===== src/rtl/song_sequencer_if.sv =====
// song_sequencer_if: button, tempo, song ROM and note player signals of the song sequencer
interface song_sequencer_if #(
  parameter int NOTE_W = 6,
  parameter int DUR_W  = 6,
  parameter int IDX_W  = 5,
  parameter int SONG_W = 2
);
  logic                      play_button;
  logic                      next_button;
  logic                      beat;
  logic [SONG_W+IDX_W-1:0]   rom_addr;
  logic [NOTE_W+DUR_W-1:0]   rom_data;
  logic [NOTE_W-1:0]         note_out;
  logic                      note_load;
  logic                      play;
  logic [SONG_W-1:0]         song;
  logic                      song_done;
  // master drives buttons, tempo and ROM data; the sequencer is the slave
  modport master (
    output play_button, next_button, beat, rom_data,
    input  rom_addr, note_out, note_load, play, song, song_done
  );
  modport slave (
    input  play_button, next_button, beat, rom_data,
    output rom_addr, note_out, note_load, play, song, song_done
  );
endinterface


===== src/rtl/song_sequencer.sv =====
// song_sequencer: steps through {note, duration} words of a song ROM in time with a beat pulse
module song_sequencer #(
  parameter int NOTE_W = 6,
  parameter int DUR_W  = 6,
  parameter int IDX_W  = 5,
  parameter int SONG_W = 2
) (
  input logic clk,
  input logic reset,
  song_sequencer_if.slave bus
);
  typedef enum logic [2:0] {PAUSED, FETCH, LATCH, HOLD, END} state_t;
  localparam logic [IDX_W-1:0] LAST_IDX = '1;
  state_t             state;
  logic [IDX_W-1:0]   idx;
  logic [DUR_W-1:0]   beats_left;
  logic [NOTE_W-1:0]  note_reg;
  logic [NOTE_W-1:0]  rom_note;
  logic [DUR_W-1:0]   rom_dur;
  assign {rom_note, rom_dur} = bus.rom_data;
  // sequencer FSM; note_out is kept equal to play ? note_reg : 0 by updating it alongside play and note_reg
  always_ff @(posedge clk or posedge reset) begin
    if (reset) begin
      state         <= PAUSED;
      idx           <= '0;
      beats_left    <= '0;
      note_reg      <= '0;
      bus.rom_addr  <= '0;
      bus.note_out  <= '0;
      bus.note_load <= 1'b0;
      bus.play      <= 1'b0;
      bus.song      <= '0;
      bus.song_done <= 1'b0;
    end else begin
      bus.note_load <= 1'b0;
      bus.song_done <= 1'b0;
      if (bus.next_button) begin
        bus.song     <= bus.song + 1'b1;
        idx          <= '0;
        beats_left   <= '0;
        bus.play     <= 1'b0;
        bus.note_out <= '0;
        state        <= PAUSED;
      end else begin
        case (state)
          PAUSED: if (bus.play_button) begin
            bus.play     <= 1'b1;
            bus.note_out <= note_reg;
            if (beats_left != '0) begin
              bus.note_load <= 1'b1;
              state         <= HOLD;
            end else begin
              bus.rom_addr <= {bus.song, idx};
              state        <= FETCH;
            end
          end
          FETCH: if (bus.play_button) begin
            bus.play     <= 1'b0;
            bus.note_out <= '0;
            beats_left   <= '0;
            state        <= PAUSED;
          end else begin
            state <= LATCH;
          end
          LATCH: if (bus.play_button) begin
            bus.play     <= 1'b0;
            bus.note_out <= '0;
            beats_left   <= '0;
            state        <= PAUSED;
          end else if (rom_dur == '0) begin
            state <= END;
          end else begin
            note_reg      <= rom_note;
            bus.note_out  <= rom_note;
            beats_left    <= rom_dur;
            bus.note_load <= 1'b1;
            state         <= HOLD;
          end
          HOLD: if (bus.play_button) begin
            bus.play     <= 1'b0;
            bus.note_out <= '0;
            state        <= PAUSED;
          end else if (bus.beat) begin
            beats_left <= beats_left - 1'b1;
            if (beats_left == DUR_W'(1)) begin
              if (idx == LAST_IDX) begin
                state <= END;
              end else begin
                idx          <= idx + 1'b1;
                bus.rom_addr <= {bus.song, idx + 1'b1};
                state        <= FETCH;
              end
            end
          end
          END: begin
            bus.song_done <= 1'b1;
            idx           <= '0;
            beats_left    <= '0;
            bus.play      <= 1'b0;
            bus.note_out  <= '0;
            state         <= PAUSED;
          end
          default: state <= PAUSED;
        endcase
      end
    end
  end
endmodule


===== src/flat_wrapper.sv =====
// flat-port wrapper written by rule: the top's interface ports become plain ports
module song_sequencer_flat 
#(
  parameter int NOTE_W = 6,
  parameter int DUR_W  = 6,
  parameter int IDX_W  = 5,
  parameter int SONG_W = 2
)
  (clk, reset, bus_play_button, bus_next_button, bus_beat, bus_rom_data, bus_rom_addr, bus_note_out, bus_note_load, bus_play, bus_song, bus_song_done);
  song_sequencer_if #(.NOTE_W(NOTE_W), .DUR_W(DUR_W), .IDX_W(IDX_W), .SONG_W(SONG_W)) bus_i ();
  input logic clk;
  input logic reset;
  input wire logic [$bits(bus_i.play_button)-1:0] bus_play_button;
  input wire logic [$bits(bus_i.next_button)-1:0] bus_next_button;
  input wire logic [$bits(bus_i.beat)-1:0] bus_beat;
  input wire logic [$bits(bus_i.rom_data)-1:0] bus_rom_data;
  output wire logic [$bits(bus_i.rom_addr)-1:0] bus_rom_addr;
  output wire logic [$bits(bus_i.note_out)-1:0] bus_note_out;
  output wire logic [$bits(bus_i.note_load)-1:0] bus_note_load;
  output wire logic [$bits(bus_i.play)-1:0] bus_play;
  output wire logic [$bits(bus_i.song)-1:0] bus_song;
  output wire logic [$bits(bus_i.song_done)-1:0] bus_song_done;
  assign bus_i.play_button = bus_play_button;
  assign bus_i.next_button = bus_next_button;
  assign bus_i.beat = bus_beat;
  assign bus_i.rom_data = bus_rom_data;
  assign bus_rom_addr = bus_i.rom_addr;
  assign bus_note_out = bus_i.note_out;
  assign bus_note_load = bus_i.note_load;
  assign bus_play = bus_i.play;
  assign bus_song = bus_i.song;
  assign bus_song_done = bus_i.song_done;
  song_sequencer #(.NOTE_W(NOTE_W), .DUR_W(DUR_W), .IDX_W(IDX_W), .SONG_W(SONG_W)) u_core (.clk(clk), .reset(reset), .bus(bus_i));
endmodule

===== config.mk =====
export PLATFORM = sky130hd
export DESIGN_NAME = song_sequencer_flat
export DESIGN_NICKNAME = d
export VERILOG_FILES = /design/src/rtl/song_sequencer_if.sv /design/src/rtl/song_sequencer.sv /design/src/flat_wrapper.sv
export SDC_FILE = /design/constraint.sdc
export NUM_CORES = 1
export LEC_CHECK = 0
export CORE_MARGIN = 2
export CORE_UTILIZATION = 60
export DETAILED_ROUTE_END_ITERATION = 7
export DONT_BUFFER_PORTS = 1
export GPL_TIMING_DRIVEN = 0
export MAX_ROUTING_LAYER = met4
export PLACE_DENSITY = 0.76
export SLEW_MARGIN = 10
export SYNTH_ARGS = -nofsm -noshare
export SYNTH_HDL_FRONTEND = slang
export SYNTH_SLANG_ARGS = --single-unit

===== constraint.sdc =====
create_clock -name clk -period 7.1 [get_ports clk]
set_input_delay 1.42 -clock clk [delete_from_list [all_inputs] [get_ports clk]]
set_output_delay 1.42 -clock clk [all_outputs]
set_load 0.01 [all_outputs]

[Word-level counts from Yosys, hierarchy flattened]
Index checks and enable logic that the tools add are counted.
Storage, ports and cells
  register bits after elaboration: 38
  input port bits: 17
  output and inout port bits: 18
  word-level logic and storage cells: 104
Cells by class
  add/sub/neg operators: 3
  equality and inequality tests: 23
  multiplexer cells: 48
  bitwise logic cells: 3
  reduce and logical (&&, ||, !) cells: 17
Operator list (number)
  $mux 6: 10
  $pmux 6 s4: 2
  $mux 7: 6
  $mux 5: 5
  $mux 3: 8
  $ne 3x3->1 const B: 5
  $pmux 7 s2: 1
  $pmux 3 s4: 1
  $mux 1: 10
  $ne 2x2->1 const B: 5
  $pmux 5 s2: 1
  $reduce_and 5->1: 2
  $reduce_bool 5->1: 2
  $ne 4x4->1 const B: 2
  $reduce_and 4->1: 2
  $reduce_and 8->1: 1
  $eq 3x2->1 const B: 2
  $eq 6x1->1 const B: 1
  $logic_not 6->1: 1
  $ne 3x1->1 const B: 2
  $reduce_and 3->1: 2
  $reduce_bool 6->1: 1
  $sub 6x1->6 const B: 1
  $add 5x1->5 const B: 1
  17 further kinds: 20

[Depth between registers and ports, before layout]
Gate-level depths: netlist (run 1).
  word-level depth: 7
  gate-level depth with buffers: 8
  depth with buffers taken out: 8

[Worst setup path after synthesis (run 1)]
Ideal clock, no wire load.
  path kind: input-to-reg
  from: in bus_play_button
  to: reg u_core.bus.rom_addr[5]
  setup time: 0.125 ns
  arrival time: 2.725 ns
  data required time: 6.975 ns
  setup slack: 4.249 ns
  stages: 4
  buffers on the path: 1
  path through: buf_2 > or4_1 > a221o_1 > mux2_4
Between the ends
  longest elaborated chain between the ends: 2
  elaborated cells on any way between the ends: 3
  those cells by class: eq/ne: 2; reduce/logical: 1
Ends and longest elaborated chain
  start: declaration: RTL line flat_wrapper.sv:13  | input wire logic [$bits(bus_i.play_button)-1:0] bus_play_button;
  $ne 2x2->1 (no line)
  $reduce_and 8->1 (no line) *
  end signal: assignment: RTL line song_sequencer.sv:53  | bus.rom_addr <= {bus.song, idx};
  end signal: assignment: RTL line song_sequencer.sv:90  | bus.rom_addr <= {bus.song, idx + 1'b1};
  end: declaration: RTL line song_sequencer_if.sv:25  | output rom_addr, note_out, note_load, play, song, song_done
Every way passes the cells marked *; elsewhere a longest branch is shown, timed or not.
A chain may end at the register's enable or synchronous reset.

[Final worst setup path (run 1)]
  from: in bus_play_button
  to: reg u_core.beats_left[1]
Between the ends
  longest elaborated chain between the ends: 3
  elaborated cells on any way between the ends: 7
  those cells by class: eq/ne: 3; mux: 3; reduce/logical: 1
Ends and longest elaborated chain
  $mux 6: RTL line song_sequencer.sv:65  | LATCH: if (bus.play_button) begin
  $pmux 6 s4: RTL line song_sequencer.sv:45  | case (state)
  $mux 6: RTL line song_sequencer.sv:37  | if (bus.next_button) begin
  end signal: assignment: RTL line song_sequencer.sv:75  | beats_left <= rom_dur;
  end signal: assignment: RTL line song_sequencer.sv:84  | beats_left <= beats_left - 1'b1;
  end: declaration: RTL line song_sequencer.sv:16  | logic [DUR_W-1:0] beats_left;
Several ways; a longest one is shown, not always the timed one.

==> flow_summary.ini, run 1 <==
[logic_synthesis]
synth_flop_cell = dfrtp_1
synth_area_leaders = dfrtp_1, a22o_1, mux2_4
synth_edf_count = 0
yosysWarnings = 0
avgSynthCellArea_sq_um = 10.7
yosysTopAreaCell = dfrtp_1
syn-num-nets = 234
synth_cells = 211
synth_area_sq_um = 2260
synth_cell_types = 54
synth_seq_area_share = 0.422
synth.top_cell.area_share = 0.422
async_flop_share = 1.00
ys_seq_elements = 38

[global_routing]
antenna_found_initial = 0
grt_pass1_wl_mm = 8.13
grt_max_degree = 39
grt_usage = 0.254
grt_pass1_vias = 1729
grt-ovfl-total = 0

[cts]
ctsHoldBuffers = 0
cts_tree = done
clock_sinks = 38
cts_buffer_depth = 2
cts_htree_levels = 2
cts.repair.resized = 0
cts_buffers = 5
insertion_delay_ns = 0.29
path_clk_slew_ns = 0.07
post-cts-setup-buffers = 0
cts_root_buf = clkbuf_8

[worst_setup_path]
critical_path_class = in2reg
required_ns = 7.32
crit_path_end_kind = flip-flop
cp_max_fo = 10
arrival_ns = 2.95
reg2reg_to = u_core.bus.rom_addr[5]$_DFFE_PP0P_
rrSetupSlack_ns = 4.66
r2r-start = u_core.idx[0]$_DFFE_PP0P_
reg2reg_depth = 6
cp-start-kind = input port

[timing]
hold_viol_final = 0
fmax_ghz = 0.366
layout_min_cycle_time_ns = 2.73
maxSlewHeadroom = 0.491
period_share = 0.385
hold-worst-slack_ns = 0.546
max_slew.worst_pin.slew_ns = 0.762
fin_tns_setup_ns = 0
slew_violations = 0
grt_setup_unrepaired = no
setup_violations = 0
fin_skew_ns = 0.00512

[drt]
wl_mm = 4.78
antenna_left = 0
vias = 1733
wire_per_inst_um = 17.9
dr.pass1.iters = 5
drc = 0
drtIter0Drc = 123
vias_per_cell = 6.49

[die]
die_w_um = 65.3
die_h_um = 65.3
rows = 22
io_pins = 35
initial_core_util = 0.621
die_area_sq_um = 4270
core_sq_um = 3630

[outcome]
status = complete, no violations

[layout]
drive_above_1_share = 0.201
area_delta_synth_final_pct = 8.76
largest_register_ff_count = 7
antenna_cells = 0
n_fill_cell = 295
nets = 241
top_register = u_core.bus.rom_addr

[worst_hold_path]
min_from = u_core.bus.rom_addr[3]$_DFFE_PP0P_
holdPathStages = 2
hp-class = reg2reg
hold_end = u_core.bus.rom_addr[3]$_DFFE_PP0P_

[pwr]
switchingPower_uw = 181
powerDensity_nw_per_um2 = 263
p_seq_frac = 0.461
p_int_uw = 465
power_frac_comb = 0.197
p_clk_frac = 0.342
irDropWorstVdd_uv = 179
switching_share = 0.280
leakagePower_uw = 0.00110

[placed_design]
dpl.hpwl_mm = 3.54
io_buffers = 0
globalplace.congestion = 0.907

[flow_run]
maxCapViolations = 0
## layout by cell type (no fill, tap or decap), drive strengths merged, types with 2 or more instances in the layout
cell type / netlist / layout
a32oi: 2 / 2
nor3b: 3 / 3
buf: 9 / 9
mux2: 10 / 10
nand2b: 2 / 2
clkbuf: 3 / 8
ha: 6 / 6
nor2: 12 / 12
nor4: 2 / 2
or2: 3 / 3
nor4b: 3 / 3
nand3: 3 / 3
nand3b: 2 / 2
bufinv: 0 / 2
xnor2: 2 / 2
o22a: 2 / 2
o21ai: 11 / 11
xor2: 4 / 4
inv: 6 / 6
nand2: 17 / 17
a21oi: 9 / 9
nand4: 4 / 4
a22o: 20 / 20
nor2b: 6 / 6
nor3: 7 / 7
a22oi: 3 / 3
mux2i: 4 / 4
or4: 3 / 3
dfrtp: 38 / 38
a21o: 3 / 3
## power groups by stage
stage	combinational, uW	clock, uW	sequential (uW)
2_1_floorplan	107	0	291
3_3_place_gp	121	0	297
3_5_place_dp	127	0	301
4_1_cts	127	225	297
5_1_grt	139	234	303
6_report	127	221	297
## synthesized netlist by cell type, types with 2 or more instances
master    instances
nor4b_2           2
nor3_1            7
o22a_1            2
nand3b_1          2
xnor2_1           2
nor2b_1           6
buf_4             3
nand2b_1          2
mux2_4            8
buf_2             4
dfrtp_1          38
a21oi_1           9
nand4_1           4
o21ai_0           4
mux2i_1           4
nand3_1           3
o21ai_1           2
o21ai_2           5
ha_1              6
a21o_1            3
xor2_1            4
or4_1             2
a22oi_1           3
a22o_1           20
nor3b_2           2
mux2_2            2
a32oi_1           2
nand2_1          16
clkbuf_1          3
nor2_1           11
buf_6             2
inv_1             6
## per-layer routing
layer  track usage  vias up  share of wire
li1              -      794              -
met1         0.339      848           0.45
met2         0.389       79           0.48
met3        0.0479       12          0.055
met4        0.0964        0          0.018
met5             -        -              0
## worst max-delay path by stage
stage / from / endpoint / slack (ns) / cells after the start
finish: bus_play_button / u_core.beats_left[1]$_DFFE_PP0P_ / 4.37 / 6
global route: bus_play_button / u_core.beats_left[1]$_DFFE_PP0P_ / 4.20 / 6
CTS: bus_play_button / u_core.beats_left[1]$_DFFE_PP0P_ / 4.38 / 6
detailed placement: bus_rom_data[4] / u_core.bus.note_out[3]$_DFFE_PP0P_ / 4.06 / 5
global placement: bus_rom_data[4] / u_core.bus.note_out[3]$_DFFE_PP0P_ / 4.11 / 5
floorplan: bus_play_button / u_core.bus.rom_addr[5]$_DFFE_PP0P_ / 4.25 / 4
## kinds of logic after synthesis
group,after synthesis,synth area share
buffers and inverters,18,0.0438
AOI/OAI and AO/OA,59,0.207
muxes,14,0.0810
xor gates and xnor gates,6,0.0233
and+or+nand+nor,70,0.190
adders and majority gates,6,0.0333
DFF,38,0.422
## area by class of cell
type                    count  area (sq um)  area share
plain buffers              12          76.3      0.0311
clock buffers               5          68.8      0.0280
clock inverters             3          68.8      0.0280
inverters                   6          22.5     0.00918
multi-input cells         155          1210       0.492
flip-flops and latches     38           951       0.388
well taps                  48          60.1      0.0245
## worst max-delay path: stages
cell      delay [ns]
buf_2           0.19
nand2b_1        0.15
a21oi_1         0.07
o31ai_1         0.57
and2b_1         0.34
mux2i_1         0.22
## through the flow
| step | utilization | setup slack, ns | power [uW] | cells | cell area (sq um) |
|---|---|---|---|---|---|
| floorplan | - | 4.25 | 398 | 211 | 2260 |
| global placement | 0.637 | 4.11 | 418 | 259 | 2320 |
| detailed placement | 0.637 | 4.06 | 428 | 259 | 2320 |
| CTS | 0.675 | 4.38 | 649 | 267 | 2450 |
| global route | 0.675 | 4.20 | 675 | 267 | 2450 |
| finish | 0.675 | 4.37 | 646 | 267 | 2450 |
(Power assumes the default switching activity.)
==> inputs of run 2 (changes only) <==
==> constraint.sdc (replaced) <==
create_clock -name clk -period 2.7 [get_ports clk]
set_input_delay 0.54 -clock clk [delete_from_list [all_inputs] [get_ports clk]]
set_output_delay 0.54 -clock clk [all_outputs]
set_load 0.01 [all_outputs]
==> results of run 2 <==
Same layout as run 1 (identical final DEF). Status: complete, no violations.
Main changes from that run: setup slack after placement 4.06 ns -> 0.261 ns; clock-pin slew on the worst setup and hold paths 0.07 ns -> 0.08 ns; setup slack after layout 4.37 ns -> 0.261 ns; hold slack 0.546 ns -> 0.258 ns; start point of the critical path bus_play_button -> u_core.idx[0]$_DFFE_PP0P_; end point of the critical path u_core.beats_left[1]$_DFFE_PP0P_ -> u_core.bus.rom_addr[5]$_DFFE_PP0P_; register-to-register setup slack 4.66 ns -> 0.26 ns; total power 646 uW -> 1700 uW; worst IR drop on VDD 179 uV -> 472 uV
==> inputs of run 3 (changes only) <==
--- a/config.mk
+++ b/config.mk
@@ -5,6 +5,7 @@
 export SDC_FILE = /design/constraint.sdc
 export NUM_CORES = 1
 export LEC_CHECK = 0
+export ABC_AREA = 1
 export CORE_MARGIN = 2
 export CORE_UTILIZATION = 60
 export DETAILED_ROUTE_END_ITERATION = 7
==> run 3 against run 2 <==
  * Final area shrank 1.6%
  * Largest power group unchanged
  * Worst hold slack gained 0.012 ns
  * Critical path type unchanged
  * Sequential share of layout area grew 0.62 points
  * Clock power shrank 29%
  * Highest routed layer unchanged
  * Synthesized cell count grew 41%
==> flow_summary.ini, run 3 <==
[drt]
wire_per_inst_um = 13.1
vias_per_cell = 5.32
vias = 1879
drc = 0
antenna_left = 0
wl_mm = 4.61
dr.pass1.iters = 4
drtIter0Drc = 137

[placed_design]
dpl.hpwl_mm = 3.39
globalplace.congestion = 0.891
io_buffers = 0

[worst_setup_path]
crit_end = u_core.idx[3]$_DFFE_PP0P_
required_ns = 2.88
reg2reg_to = u_core.idx[3]$_DFFE_PP0P_
rrSetupSlack_ns = 0.93
crit_path_end_kind = flip-flop
crit_family = flip-flops
r2r-start = u_core.idx[0]$_DFFE_PP0P_
critical_path_class = reg2reg
crit_slowest_cell = dfrtp_1
reg2reg_depth = 8
crit_start = u_core.idx[0]$_DFFE_PP0P_
cp_max_fo = 6
cp-start-kind = flip-flop
cp_num_buf_inv = 0
cp_num_cells = 8
critPathMaxStageDelay_ns = 0.44
crit_path_frequent_cell = nand2_1
cp_cell_sequence = ha_1 -> nand2_1 -> nor2_1 -> ha_1 -> o21ai_1 -> nand2_2 -> nand2_1 -> nand2_1
arrival_ns = 1.95

[die]
core_sq_um = 3630
die_h_um = 65.4
die_w_um = 65.4
rows = 22
die_area_sq_um = 4270
initial_core_util = 0.622
io_pins = 35

[logic_synthesis]
synth_xor_area_frac = 0.0233
yosysTopAreaCell = dfrtp_1
synth_compound_area_frac = 0.0775
muxShareOfSynthArea = 0
avgSynthCellArea_sq_um = 7.61
synth_top_family_by_area = simple AND/OR/NAND/NOR gates
synth_area_sq_um = 2260
synth-simple-area-share = 0.374
yosys.area_share.adder = 0.0332
synth.most_common_cell = nand2_1
synth_area_leaders = dfrtp_1, nand2_1, nand3_1
synth_seq_area_share = 0.421
syn-num-nets = 320
synth_common_cells = nand2_1, dfrtp_1, nand3_1
synth.top_cell.area_share = 0.421
yosysWarnings = 0
async_flop_share = 1.00
synth_cell_types = 26
synth_cells = 297
synth_edf_count = 0
ys_seq_elements = 38
synth_flop_cell = dfrtp_1

[cts]
insertion_delay_ns = 0.30
clock_sinks = 38
cts_buffers = 5
cts.repair.resized = 0
cts_buffer_depth = 2
post-cts-setup-buffers = 0
path_clk_slew_ns = 0.08
cts_htree_levels = 2
ctsHoldBuffers = 0
cts_root_buf = clkbuf_8
cts_tree = done

[flow_run]
maxCapViolations = 0

[layout]
antenna_cells = 0
final_cell_mix = nand2_1, dfrtp_1, nand3_1, inv_1, nor2_1
nets = 327
area_delta_synth_final_pct = 6.87
layout_commonest_cell = nand2_1
largest_register_ff_count = 7
postLayoutCoreUtil = 0.665
drive_above_1_share = 0.154
top_register = u_core.bus.rom_addr

[pwr]
leakagePower_uw = 0.00126
powerDensity_nw_per_um2 = 877
irDropWorstVdd_uv = 332

[global_routing]
grt_usage = 0.253
antenna_found_initial = 0
grt_max_degree = 39
grt_pass1_wl_mm = 8.16
grt_pass1_vias = 1806
grt-ovfl-total = 0

[timing]
fin_skew_ns = 0.00799
slew_violations = 0
layout_min_cycle_time_ns = 1.77
period_share = 0.656
grt_setup_unrepaired = no
setup_violations = 0
fmax_ghz = 0.565
hold_viol_final = 0
max_slew.worst_pin.slew_ns = 0.791
fin_tns_setup_ns = 0
maxSlewHeadroom = 0.472
hold-worst-slack_ns = 0.270

[worst_hold_path]
hp-class = in2async

[outcome]
status = complete, no violations
-- run 3: worst min-delay path by stage --
stage | startpoint | endpoint | slack, ns | depth (start not counted)
3_3_place_gp | u_core.note_reg[5]$_DFFE_PP0P_ | u_core.note_reg[5]$_DFFE_PP0P_ | 0.46 | 2
4_1_cts | reset | u_core.note_reg[2]$_DFFE_PP0P_ | 0.29 | 1
2_1_floorplan | u_core.note_reg[3]$_DFFE_PP0P_ | u_core.note_reg[3]$_DFFE_PP0P_ | 0.45 | 2
5_1_grt | reset | u_core.note_reg[4]$_DFFE_PP0P_ | 0.34 | 1
3_5_place_dp | u_core.note_reg[5]$_DFFE_PP0P_ | u_core.note_reg[5]$_DFFE_PP0P_ | 0.47 | 2
6_report | reset | u_core.note_reg[4]$_DFFE_PP0P_ | 0.27 | 1
-- run 3: logic make-up after synthesis --
logic type | Yosys count
adder cells (fa/ha/maj) | 6
buffers and inverters | 33
AO/OA/AOI/OAI | 29
flip-flops | 38
XOR/XNOR | 6
AND/OR/NAND/NOR | 185
-- run 3: stage by stage --
stage | power (uW) | std cells | cell area (sq um) | setup slack, ns
2_1_floorplan | 1550 | 297 | 2260 | 1.13
3_3_place_gp | 1690 | 345 | 2320 | 0.903
3_5_place_dp | 1720 | 345 | 2320 | 0.968
4_1_cts | 2130 | 353 | 2410 | 0.964
5_1_grt | 2300 | 353 | 2410 | 0.748
6_report | 2120 | 353 | 2410 | 0.930
-- run 3: area by class of cell --
cell class	instances	area, sq um
inverters	28	108
fillers	330	1220
clock buffers	6	82.6
multi-input cells	226	1150
clock inverters	2	12.5
flip-flops and latches	38	951
well taps	48	60.1
plain buffers	5	52.6
-- run 3: power breakdown --
group	switching [uW]	internal, uW
Sequential	176	738
Combinational	511	280
Clock	206	205
Total	893	1220
-- run 3: per-layer routing --
metal,track usage,up-vias,share of wire
li1,-,962,-
met1,0.331,867,0.47
met5,-,-,0
met3,0.0582,7,0.042
met4,0.0625,0,0.013
met2,0.403,43,0.47
-- run 3: worst reg2reg max path: cells and delay by family, from the launching register on --
family,cells,cell delay [ns]
flip-flops,1,0.44
adder cells (fa/ha/maj),2,0.44
AO/OA/AOI/OAI,1,0.38
AND/OR/NAND/NOR,5,0.41
